===== src/rtl/mem_port_arbiter.sv =====
// Two-requester arbiter for the unified memory port: fetch reads vs load/store.
// Optional MEM_ARB_ROUND_ROBIN_EN switches contention from data-first to alternating grants.
module mem_port_arbiter #(
    parameter int ADDR_W      = 16,
    parameter int DATA_W      = 16,
    parameter int MEM_LATENCY = 2
) (
    input  logic              clk,
    input  logic              reset,
    input  logic              fetch_req,
    input  logic [ADDR_W-1:0] fetch_addr,
    output logic              fetch_done,
    output logic [DATA_W-1:0] fetch_rdata,
    input  logic              data_req,
    input  logic              data_we,
    input  logic [1:0]        data_be,
    input  logic [ADDR_W-1:0] data_addr,
    input  logic [DATA_W-1:0] data_wdata,
    output logic              data_done,
    output logic [DATA_W-1:0] data_rdata,
    output logic              mem_en,
    output logic              mem_we,
    output logic [1:0]        mem_be,
    output logic [ADDR_W-1:0] mem_addr,
    output logic [DATA_W-1:0] mem_wdata,
    input  logic [DATA_W-1:0] mem_rdata,
    output logic              busy
);

    localparam logic       GRANT_FETCH = 1'b0;
    localparam logic       GRANT_DATA  = 1'b1;
    localparam logic [2:0] CNT_INIT    = 3'(MEM_LATENCY - 1);

    typedef enum logic [1:0] {IDLE, ACCESS, DONE} state_t;

    state_t              state_q;
    logic                grant_q;
    logic [2:0]          cnt_q;
    logic                mem_en_q;
    logic                mem_we_q;
    logic [1:0]          mem_be_q;
    logic [ADDR_W-1:0]   mem_addr_q;
    logic [DATA_W-1:0]   mem_wdata_q;
    logic                fetch_done_q;
    logic                data_done_q;
    logic [DATA_W-1:0]   fetch_rdata_q;
    logic [DATA_W-1:0]   data_rdata_q;
    logic                busy_q;

    logic                grant_d;
    logic [1:0]          be_d;

    // A zero byte-enable mask from the load/store path means a full word.
    assign be_d = (data_be == 2'b00) ? 2'b11 : data_be;

`ifdef MEM_ARB_ROUND_ROBIN_EN
    logic last_grant_q;

    // Under contention the requester that did not win last time gets the port.
    assign grant_d = (data_req && (!fetch_req || (last_grant_q == GRANT_FETCH)))
                     ? GRANT_DATA : GRANT_FETCH;

    always_ff @(posedge clk) begin
        if (reset) begin
            last_grant_q <= GRANT_FETCH;
        end else if ((state_q == IDLE) && (fetch_req || data_req)) begin
            last_grant_q <= grant_d;
        end
    end
`else
    assign grant_d = data_req ? GRANT_DATA : GRANT_FETCH;
`endif

    always_ff @(posedge clk) begin
        if (reset) begin
            state_q       <= IDLE;
            grant_q       <= GRANT_FETCH;
            cnt_q         <= 3'd0;
            mem_en_q      <= 1'b0;
            mem_we_q      <= 1'b0;
            mem_be_q      <= 2'b00;
            mem_addr_q    <= '0;
            mem_wdata_q   <= '0;
            fetch_done_q  <= 1'b0;
            data_done_q   <= 1'b0;
            fetch_rdata_q <= '0;
            data_rdata_q  <= '0;
            busy_q        <= 1'b0;
        end else begin
            fetch_done_q <= 1'b0;
            data_done_q  <= 1'b0;
            case (state_q)
                IDLE: begin
                    if (fetch_req || data_req) begin
                        grant_q  <= grant_d;
                        cnt_q    <= CNT_INIT;
                        mem_en_q <= 1'b1;
                        busy_q   <= 1'b1;
                        state_q  <= ACCESS;
                        if (grant_d == GRANT_DATA) begin
                            mem_we_q    <= data_we;
                            mem_be_q    <= be_d;
                            mem_addr_q  <= data_addr;
                            mem_wdata_q <= data_wdata;
                        end else begin
                            mem_we_q    <= 1'b0;
                            mem_be_q    <= 2'b11;
                            mem_addr_q  <= fetch_addr;
                            mem_wdata_q <= '0;
                        end
                    end
                end
                ACCESS: begin
                    if (cnt_q == 3'd0) begin
                        mem_en_q <= 1'b0;
                        mem_we_q <= 1'b0;
                        state_q  <= DONE;
                        if (grant_q == GRANT_DATA) begin
                            data_done_q <= 1'b1;
                            // Stores leave the last load result visible.
                            if (!mem_we_q) begin
                                data_rdata_q <= mem_rdata;
                            end
                        end else begin
                            fetch_done_q  <= 1'b1;
                            fetch_rdata_q <= mem_rdata;
                        end
                    end else begin
                        cnt_q <= cnt_q - 3'd1;
                    end
                end
                DONE: begin
                    busy_q  <= 1'b0;
                    state_q <= IDLE;
                end
                default: begin
                    state_q <= IDLE;
                end
            endcase
        end
    end

    assign mem_en      = mem_en_q;
    assign mem_we      = mem_we_q;
    assign mem_be      = mem_be_q;
    assign mem_addr    = mem_addr_q;
    assign mem_wdata   = mem_wdata_q;
    assign fetch_done  = fetch_done_q;
    assign data_done   = data_done_q;
    assign fetch_rdata = fetch_rdata_q;
    assign data_rdata  = data_rdata_q;
    assign busy        = busy_q;

endmodule


===== config.mk =====
export PLATFORM = sky130hd
export DESIGN_NAME = mem_port_arbiter
export DESIGN_NICKNAME = d
export VERILOG_FILES = /design/src/rtl/mem_port_arbiter.sv
export SDC_FILE = /design/constraint.sdc
export NUM_CORES = 1
export LEC_CHECK = 0
export ABC_CLOCK_PERIOD_IN_PS = 3270
export CORE_MARGIN = 1.5
export CORE_UTILIZATION = 45
export DETAILED_ROUTE_END_ITERATION = 16
export GPL_ROUTABILITY_DRIVEN = 0
export GPL_TIMING_DRIVEN = 0
export PLACE_DENSITY_LB_ADDON = 0.05
export SETUP_SLACK_MARGIN = 0.5
export SYNTH_ARGS = -nofsm -noshare
export SYNTH_HDL_FRONTEND = slang
export SYNTH_SLANG_ARGS = --single-unit

===== constraint.sdc =====
create_clock -name clk -period 3.27 [get_ports clk]
set_clock_uncertainty 0.15 [all_clocks]
set_input_delay 0.654 -clock clk [delete_from_list [all_inputs] [get_ports clk]]
set_output_delay 0.654 -clock clk [all_outputs]
set_load 0.02 [all_outputs]

# ---- Word-level counts from Yosys, hierarchy flattened
# Cells that the tools add are included.
dict set report word_totals {
  inputBits 71
  register_bits 77
  out_inout_bits 71
  wordCells 57
}
dict set report classes {
  n_mux 20
  n_reduce_logical 14
  bitwise_logic 4
  n_addsub 1
  n_eq_ne 5
}
# cell n
set op_table {}
lappend op_table {{16-bit two-way mux} 2}
lappend op_table {{3-bit AND reduction} 3}
lappend op_table {{2-bit two-way mux} 4}
lappend op_table {{1-bit two-way mux} 7}
lappend op_table {{3-bit two-way mux} 2}
lappend op_table {{2-bit != test (second input constant)} 3}
lappend op_table {{1-bit case mux with 2 select lines} 3}
lappend op_table {{3-bit case mux with 2 select lines} 1}
lappend op_table {{2-bit AND reduction} 3}
lappend op_table {{2-bit zero test} 2}
lappend op_table {{1-bit inverter} 4}
lappend op_table {{2-bit case mux with 2 select lines} 1}
lappend op_table {{4-bit AND reduction} 1}
lappend op_table {{2-bit nonzero test} 2}
lappend op_table {{3-bit zero test} 1}
lappend op_table {{3-bit OR reduction} 1}
lappend op_table {{3-bit by 1-bit subtractor with 3-bit output (second input constant)} 1}
lappend op_table {{2-bit by 1-bit equality test with 1-bit output (second input constant)} 1}
lappend op_table {{2-bit equality test (second input constant)} 1}
lappend op_table {{1-bit logical OR} 1}

# ---- Depth between registers and ports, before layout
dict set report logic_depth {
  ltp_word 4
  mapped_depth 7
  mapped_depth_nobuf 5
}

# ---- Worst setup path before layout
# No wires, ideal clock.
dict set report synth_timing {
  kind {input -> register}
  startpoint {input reset}
  endpoint {register cnt_q[0]}
  stages 4
  setup_ps 140
  path_slack_ps 1445
  arrival_ps 1535
  cell_sequence {clkbuf_1 -> clkbuf_1 -> buf_1 -> a221oi_1}
}
# element line_no
set synth_lines {}
lappend synth_lines {{start, declared} 9} ;# input logic reset,
lappend synth_lines {{end signal, assigned} 129} ;# cnt_q <= cnt_q - 3'd1;
lappend synth_lines {{end, declared} 38} ;# logic [2:0] cnt_q;
# No word-level cell between the ends.

# ---- Final worst setup path
dict set report layout_timing {
  startpoint {input data_req}
  endpoint {register mem_wdata_q[10], in the netlist mem_wdata[10]}
}
dict set report layout_between {
  elab_chain_cells 2
  word_cells_on_any_way 4
  classes_between {2 x mux; 2 x reduce/logical}
}
# element line_no
set layout_lines {}
lappend layout_lines {{start, declared} 14} ;# input logic data_req,
lappend layout_lines {{1-bit two-way mux / 1-bit logical OR (equally long branches)} {71, 94}}
lappend layout_lines {{16-bit two-way mux / 2-bit AND reduction (equally long branches)} n/a}
lappend layout_lines {{end signal, assigned} 104} ;# mem_wdata_q <= data_wdata;
lappend layout_lines {{end, declared} 43} ;# logic [DATA_W-1:0] mem_wdata_q;
# Several ways; a longest one is shown, not always the timed one.
# A chain may end at the register's enable or synchronous reset.

==> qor.txt <==
CLOCKING
-------------------------------------------------------------------------------------
Buffer cell driving the clock tree root                                  sky130_fd_sc_hd__clkbuf_8
Clock Sinks                                                                        77
Num CTS Buffers                                                                     9
Setup bufs post-CTS                                                                 0
Hold buffer count at cts                                                            0
Number of H-tree levels                                                             3
Quantity of gates resized following cts                                             0
Worst-case clock buffer depth                                                       2
Clock latency on the worst-skew pair                                           350 ps
CTS tree                                                                         done
Clock slew seen by the registers of the worst setup and hold paths              80 ps

ROUTE
-------------------------------------------------------------------------------------
Overall via count from detail_route                                             3,050
Average wire length per cell after detail routing                             14.3 um
Violation count after the first detailed-route iteration                           75
Antenna-violating nets left                                                         0
Detailed-route wire length                                                    8630 um
Drt first pass iters                                                                4
Detailed-route DRC error count                                                      0
Vias per inst                                                                    5.07

GLOBAL ROUTING
-------------------------------------------------------------------------------------
First-pass GRT wire length                                                  13,700 um
Via count of the first global-routing pass                                      2,957
Pin count of the biggest net entering global routing                               14
Number of antenna violations at the first check in global routing                   0
Global-route usage over all layers                                              0.227
Total gr overflow                                                                   0

STA
-------------------------------------------------------------------------------------
Final period utilization                                                        0.686
Final hold violations                                                               0
Final TNS setup                                                                  0 ps
Fin Hold WS                                                                    326 ps
Unrepaired setup endpoints after global routing                                    no
Minimum clock period                                                          2240 ps
Max transition margin                                                           0.646
Upper clock frequency limit                                                   446 MHz
Final setup violating endpoints                                                     0
Actual slew at the worst max-slew pin                                          531 ps
Max Transition Viols Final                                                          0

POWER AND IR DROP
-------------------------------------------------------------------------------------
Net switching power figure                                                   0.702 mW
Peak supply drop                                                               361 uV
Share of total power consumed by net switching                                  0.301
Part of the total power dissipated in sequential elements                       0.453
Clock network fraction of total power                                           0.290
Power per Cell Area                                                        472 nW/um2
Portion of total power attributed to combinational logic                        0.257
Internal                                                                      1.63 mW
Leakage power figure                                                          1.86 nW

OUTCOME
-------------------------------------------------------------------------------------
Outcome                                                                  complete, no violations

LOGIC SYNTHESIS
-------------------------------------------------------------------------------------
Share of the yosys chip area belonging to registers                             0.477
Post-Synthesis Cell Area                                                     3230 um2
Seq cells post-synth                                                               77
Primary FF master, synth                                                 sky130_fd_sc_hd__dfxtp_1
Mapped Nets                                                                       423
Total number of yosys warnings                                                      0
Multiplexer share of the synthesized area                                       0.102
Cell count after synthesis                                                        350
Number of enable flip-flop cells after synthesis                                    0
Top cell type by total area after synthesis                              sky130_fd_sc_hd__dfxtp_1
Post-synthesis cell type count                                                     35
Synth top area share                                                            0.477
Complex-gate fraction of the synthesized area                                   0.197
Area share of fa/ha/maj cells after synthesis                                 0.00774
Top cells by area, synth                                                 sky130_fd_sc_hd__dfxtp_1 48%, sky130_fd_sc_hd__mux2i_1 10%, sky130_fd_sc_hd__o21ai_0 7.4%
Syn Area/Cell                                                                9.24 um2
Combinational family with the most area after synthesis                  compound AO/OA/AOI/OAI gates
Post-synthesis share of cell area spent on and, or, nand and nor gates          0.163
Share of flip-flops with an asynchronous set or reset after synthesis               0
Xor/xnor cell area share of the yosys netlist                                       0

HOLD PATH
-------------------------------------------------------------------------------------
Min-delay worst type                                                          reg2reg
WHS Endpoint                                                             data_rdata[9]$_SDFFE_PP0P_
Worst hold path startpoint                                               data_rdata[9]$_SDFFE_PP0P_
Hold-critical path depth                                                            2

LAYOUT
-------------------------------------------------------------------------------------
Area growth, synth to finish                                                    52.8%
Fraction of final layout cells sized beyond drive strength 1                   0.0652
Diodes inserted                                                                     0
Net count of the finished layout                                                  574
Finished Core Util                                                              0.719
Most common library cell in the layout ignoring fill and taps            sky130_fd_sc_hd__clkdlybuf4s50_1
Most frequent cells in the layout                                        140 x sky130_fd_sc_hd__clkdlybuf4s50_1, 77 x sky130_fd_sc_hd__dfxtp_1, 48 x sky130_fd_sc_hd__o21ai_0, 38 x sky130_fd_sc_hd__a21oi_1, 34 x sky130_fd_sc_hd__nand2b_1

FLOW RUN
-------------------------------------------------------------------------------------
Max-cap check violation count                                                       0

WORST SETUP PATH
-------------------------------------------------------------------------------------
Crit Path Max Fanout                                                               10
Depth of the worst register-to-register path                                        7
Type of the worst setup path                                                   in2reg
FF-to-FF Start                                                           cnt_q[0]$_SDFFE_PP0P_
CP Capture Type                                                              register
Critical register-to-register path endpoint                              fetch_rdata[15]$_SDFFE_PP0P_
Critical Path Source Type                                                primary input
Endpoint required time on the critical path                                   3400 ps
Arrival @ worst endpoint                                                      2380 ps
Cell chain of the critical path                                          clkdlybuf4s50_1 -> buf_4 -> nor3b_4 -> buf_2 -> nand2_1 -> a21oi_1
Highest cell delay on the worst timing path                                    500 ps
Flop2flop setup slack                                                         1260 ps
Slowest cell on crit path                                                sky130_fd_sc_hd__clkdlybuf4s50_1

DIE
-------------------------------------------------------------------------------------
Overall die height                                                            87.8 um
Initial Util                                                                    0.471
Number of top-level design ports                                                  142
CORE AREA                                                                    6870 um2
Site Rows                                                                          30
Area of the die                                                              7700 um2
Chip width                                                                    87.8 um

PLACED DESIGN
-------------------------------------------------------------------------------------
Port bufs                                                                         140
DP HPWL                                                                       6320 um

## worst max-delay path, delay by kind of cell
kind / cells / cell delay (ps)
AO/OA/AOI/OAI: 1 / 140
buffers and inverters: 3 / 1010
AND/OR/NAND/NOR: 2 / 570
## logic make-up after synthesis
family,Yosys count
AOI/OAI and AO/OA,113
adders and majority gates,2
buffers and inverters,38
DFF,77
muxes,33
and+or+nand+nor,87
## synthesized netlist by cell type (6+ instances only)
| cell | number |
|---|---|
| sky130_fd_sc_hd__a211oi_1 | 17 |
| sky130_fd_sc_hd__a21oi_1 | 38 |
| sky130_fd_sc_hd__buf_2 | 8 |
| sky130_fd_sc_hd__clkbuf_1 | 20 |
| sky130_fd_sc_hd__dfxtp_1 | 77 |
| sky130_fd_sc_hd__inv_1 | 6 |
| sky130_fd_sc_hd__mux2i_1 | 33 |
| sky130_fd_sc_hd__nand2_1 | 18 |
| sky130_fd_sc_hd__nand2b_1 | 34 |
| sky130_fd_sc_hd__nor2_1 | 6 |
| sky130_fd_sc_hd__nor2b_1 | 16 |
| sky130_fd_sc_hd__o21ai_0 | 48 |
## sequential cells by signal (all words and copies together), names as in the netlist
register and cells:
busy 1, cnt_q 3, data_done 1, data_rdata 16, fetch_done 1, fetch_rdata 16
grant_q 1, mem_addr 16, mem_be 2, mem_en 1, mem_wdata 16, mem_we 1
state_q 2
## per-layer routing
layer,vias up,track usage,wire length [um]
li1,1519,-,-
met1,1421,0.267,3680
met2,101,0.394,4200
met3,9,0.0745,645
met4,0,0.0664,102
met5,-,0,0
## final cells by class
| type | count | area (um2) |
|---|---|---|
| fill | 555 | 1930 |
| sequential | 77 | 1540 |
| multi-input combinational | 235 | 1520 |
| timing repair buffer | 140 | 1400 |
| clock buffer | 11 | 151 |
| buffer | 32 | 149 |
| tap | 96 | 120 |
| clock inverter | 5 | 33.8 |
| inverter | 6 | 22.5 |
## through the flow
| step | cell area, um2 | worst slack [ps] | power [mW] | cells |
|---|---|---|---|---|
| floorplan | 3230 | 1440 | 1.39 | 350 |
| global route | 4940 | 876 | 2.45 | 602 |
| global placement | 4750 | 700 | 1.66 | 586 |
| CTS | 4940 | 1010 | 2.35 | 602 |
| detailed placement | 4750 | 667 | 1.68 | 586 |
| finish | 4940 | 1030 | 2.33 | 602 |
## power by group through the flow
stage               clock (mW)  sequential, mW  combinational (mW)
CTS                      0.688            1.05               0.606
global route             0.740            1.06               0.648
finish                   0.675            1.05               0.600
detailed placement           0            1.07               0.602
global placement             0            1.07               0.593
floorplan                    0            1.15               0.232
## how the worst max path moves through the flow
stage          cells past startpoint  slack (ps)     start                          to
2_1_floorplan                      4        1440     reset       cnt_q[0]$_SDFFE_PP0P_
3_3_place_gp                       6         700  data_req         mem_we$_SDFFE_PP0P_
3_5_place_dp                       6         670  data_req  mem_wdata[11]$_SDFFE_PP0P_
4_1_cts                            6        1010  data_req  mem_wdata[11]$_SDFFE_PP0P_
5_1_grt                            6         880  data_req         mem_we$_SDFFE_PP0P_
6_report                           6        1030  data_req  mem_wdata[10]$_SDFFE_PP0P_
No activity file was read; power rests on OpenSTA's default activity.
==> RTL change, RTL diff (same settings) <==
Set the parameter `DATA_W` to 32 (it was 16).
--- a/src/rtl/mem_port_arbiter.sv
+++ b/src/rtl/mem_port_arbiter.sv
@@ -4,3 +4,3 @@
     parameter int ADDR_W      = 16,
-    parameter int DATA_W      = 16,
+    parameter int DATA_W      = 32,
     parameter int MEM_LATENCY = 2
Interface: changed (5 resized); port bits go from 142 to 222. No check against the original RTL was run, so the function may have changed too.
==> RTL change against the original RTL <==
- synthesized cell count rose by 49%
- clock power rose to 2.6 times the old value
- area after synthesis rose by 50%
- critical path depth fell by 5
- routed wire length rose by 63%
- sequential power rose by 64%
- power rose by 92%
- worst setup slack got worse by 0.070 ns
- first-iteration DRC count rose to 2.7 times the old value
- design area rose by 57%
- count of clock-buffer cells in the layout rose by 8
- sequential cell count rose by 48
- non-clock buffer count rose by 91
- largest cell class is now sequential cells
- largest power group is now clock
==> RTL change: results (changes against the original RTL) <==
status=finished, final reports clean; DR vias=4575 (+50%); length of routed met2 wiring=7.01 mm (+67%); Seq/Total Area, Yosys=51.6% (+4.0 points); Synth Area in Compound Gates=13.5% (-6.3 points); TritonCTS buffer count=17 (+8); Initial DRC Count=199 (+170%); fill count=737 (+33%); Clock Latency Late Sink=0.50 ns (+0.15 ns); grt met3 use=9.00% (+1.6 points); Multi-input gate area=2110 um2 (+39%); Net Switching=1.25 mW (+78%); synth cell count leaders=129 x nand2_1, 125 x dfxtp_1, 80 x mux2i_1, 53 x a21oi_1, 32 x o21ai_0; Synth Area in Adders=0.516% (-0.26 points); placed inst area=7220 um2 (+52%); Post-DP HPWL=10.2 mm (+62%); Non-CTS buffers=263 (+53%); WL met1=5.87 mm (+59%); Clock Buffer Count=19 (+8); post-synthesis mux area share=16.8% (+6.5 points); CP arrival=1.51 ns (-0.87 ns); met3 routed WL=1.03 mm (+60%); GRT Util Overall=25.0% (+2.3 points); worst-margin pin slew=0.579 ns (+0.0484 ns); multi-input gates=345 (+47%); fraction of area in registers=32.2% (+1.0 points); GR Util met2=44.5% (+5.0 points); DRT Wirelength=14.1 mm (+63%); crit-path max cell delay=0.65 ns (+0.15 ns); syn_nets=625 (+48%); logic gate share of total power=22.0% (-3.7 points); Worst-path clk slew=0.06 ns (-0.02 ns); CP Max Fanout=3 (-7); # nets final=864 (+51%)
[RTL change: cell types whose count changed after synthesis, sizes merged, moves of 2 or more]
cell	change
nand2	+111
dfxtp	+48
mux2i	+47
nand2b	-33
o21ai	-17
a21oi	+15
nor2b	-15
clkbuf	+8
buf	+3
nor3b	-2
[RTL change: final timing paths]
path                                        end  slack [ns]            start  cells past startpoint
worst min-delay path            fetch_rdata[19]        0.31  fetch_rdata[19]                      2
worst max-delay path                     mem_we        0.96           mem_we                      1
worst max register to register  fetch_rdata[24]        1.19         cnt_q[0]                      6
worst min register to register  fetch_rdata[19]        0.31  fetch_rdata[19]                      2
[RTL change: per-stage QoR]
stage | worst slack (ns) | hold slack (ns) | total power [mW] | instances
floorplan | 1.40 | 0.293 | 2.26 | 520
global placement | 0.583 | 0.293 | 2.70 | 876
detailed placement | 0.514 | 0.299 | 2.73 | 876
CTS | 0.943 | 0.308 | 4.49 | 907
global route | 0.901 | 0.321 | 4.64 | 907
finish | 0.957 | 0.306 | 4.47 | 907
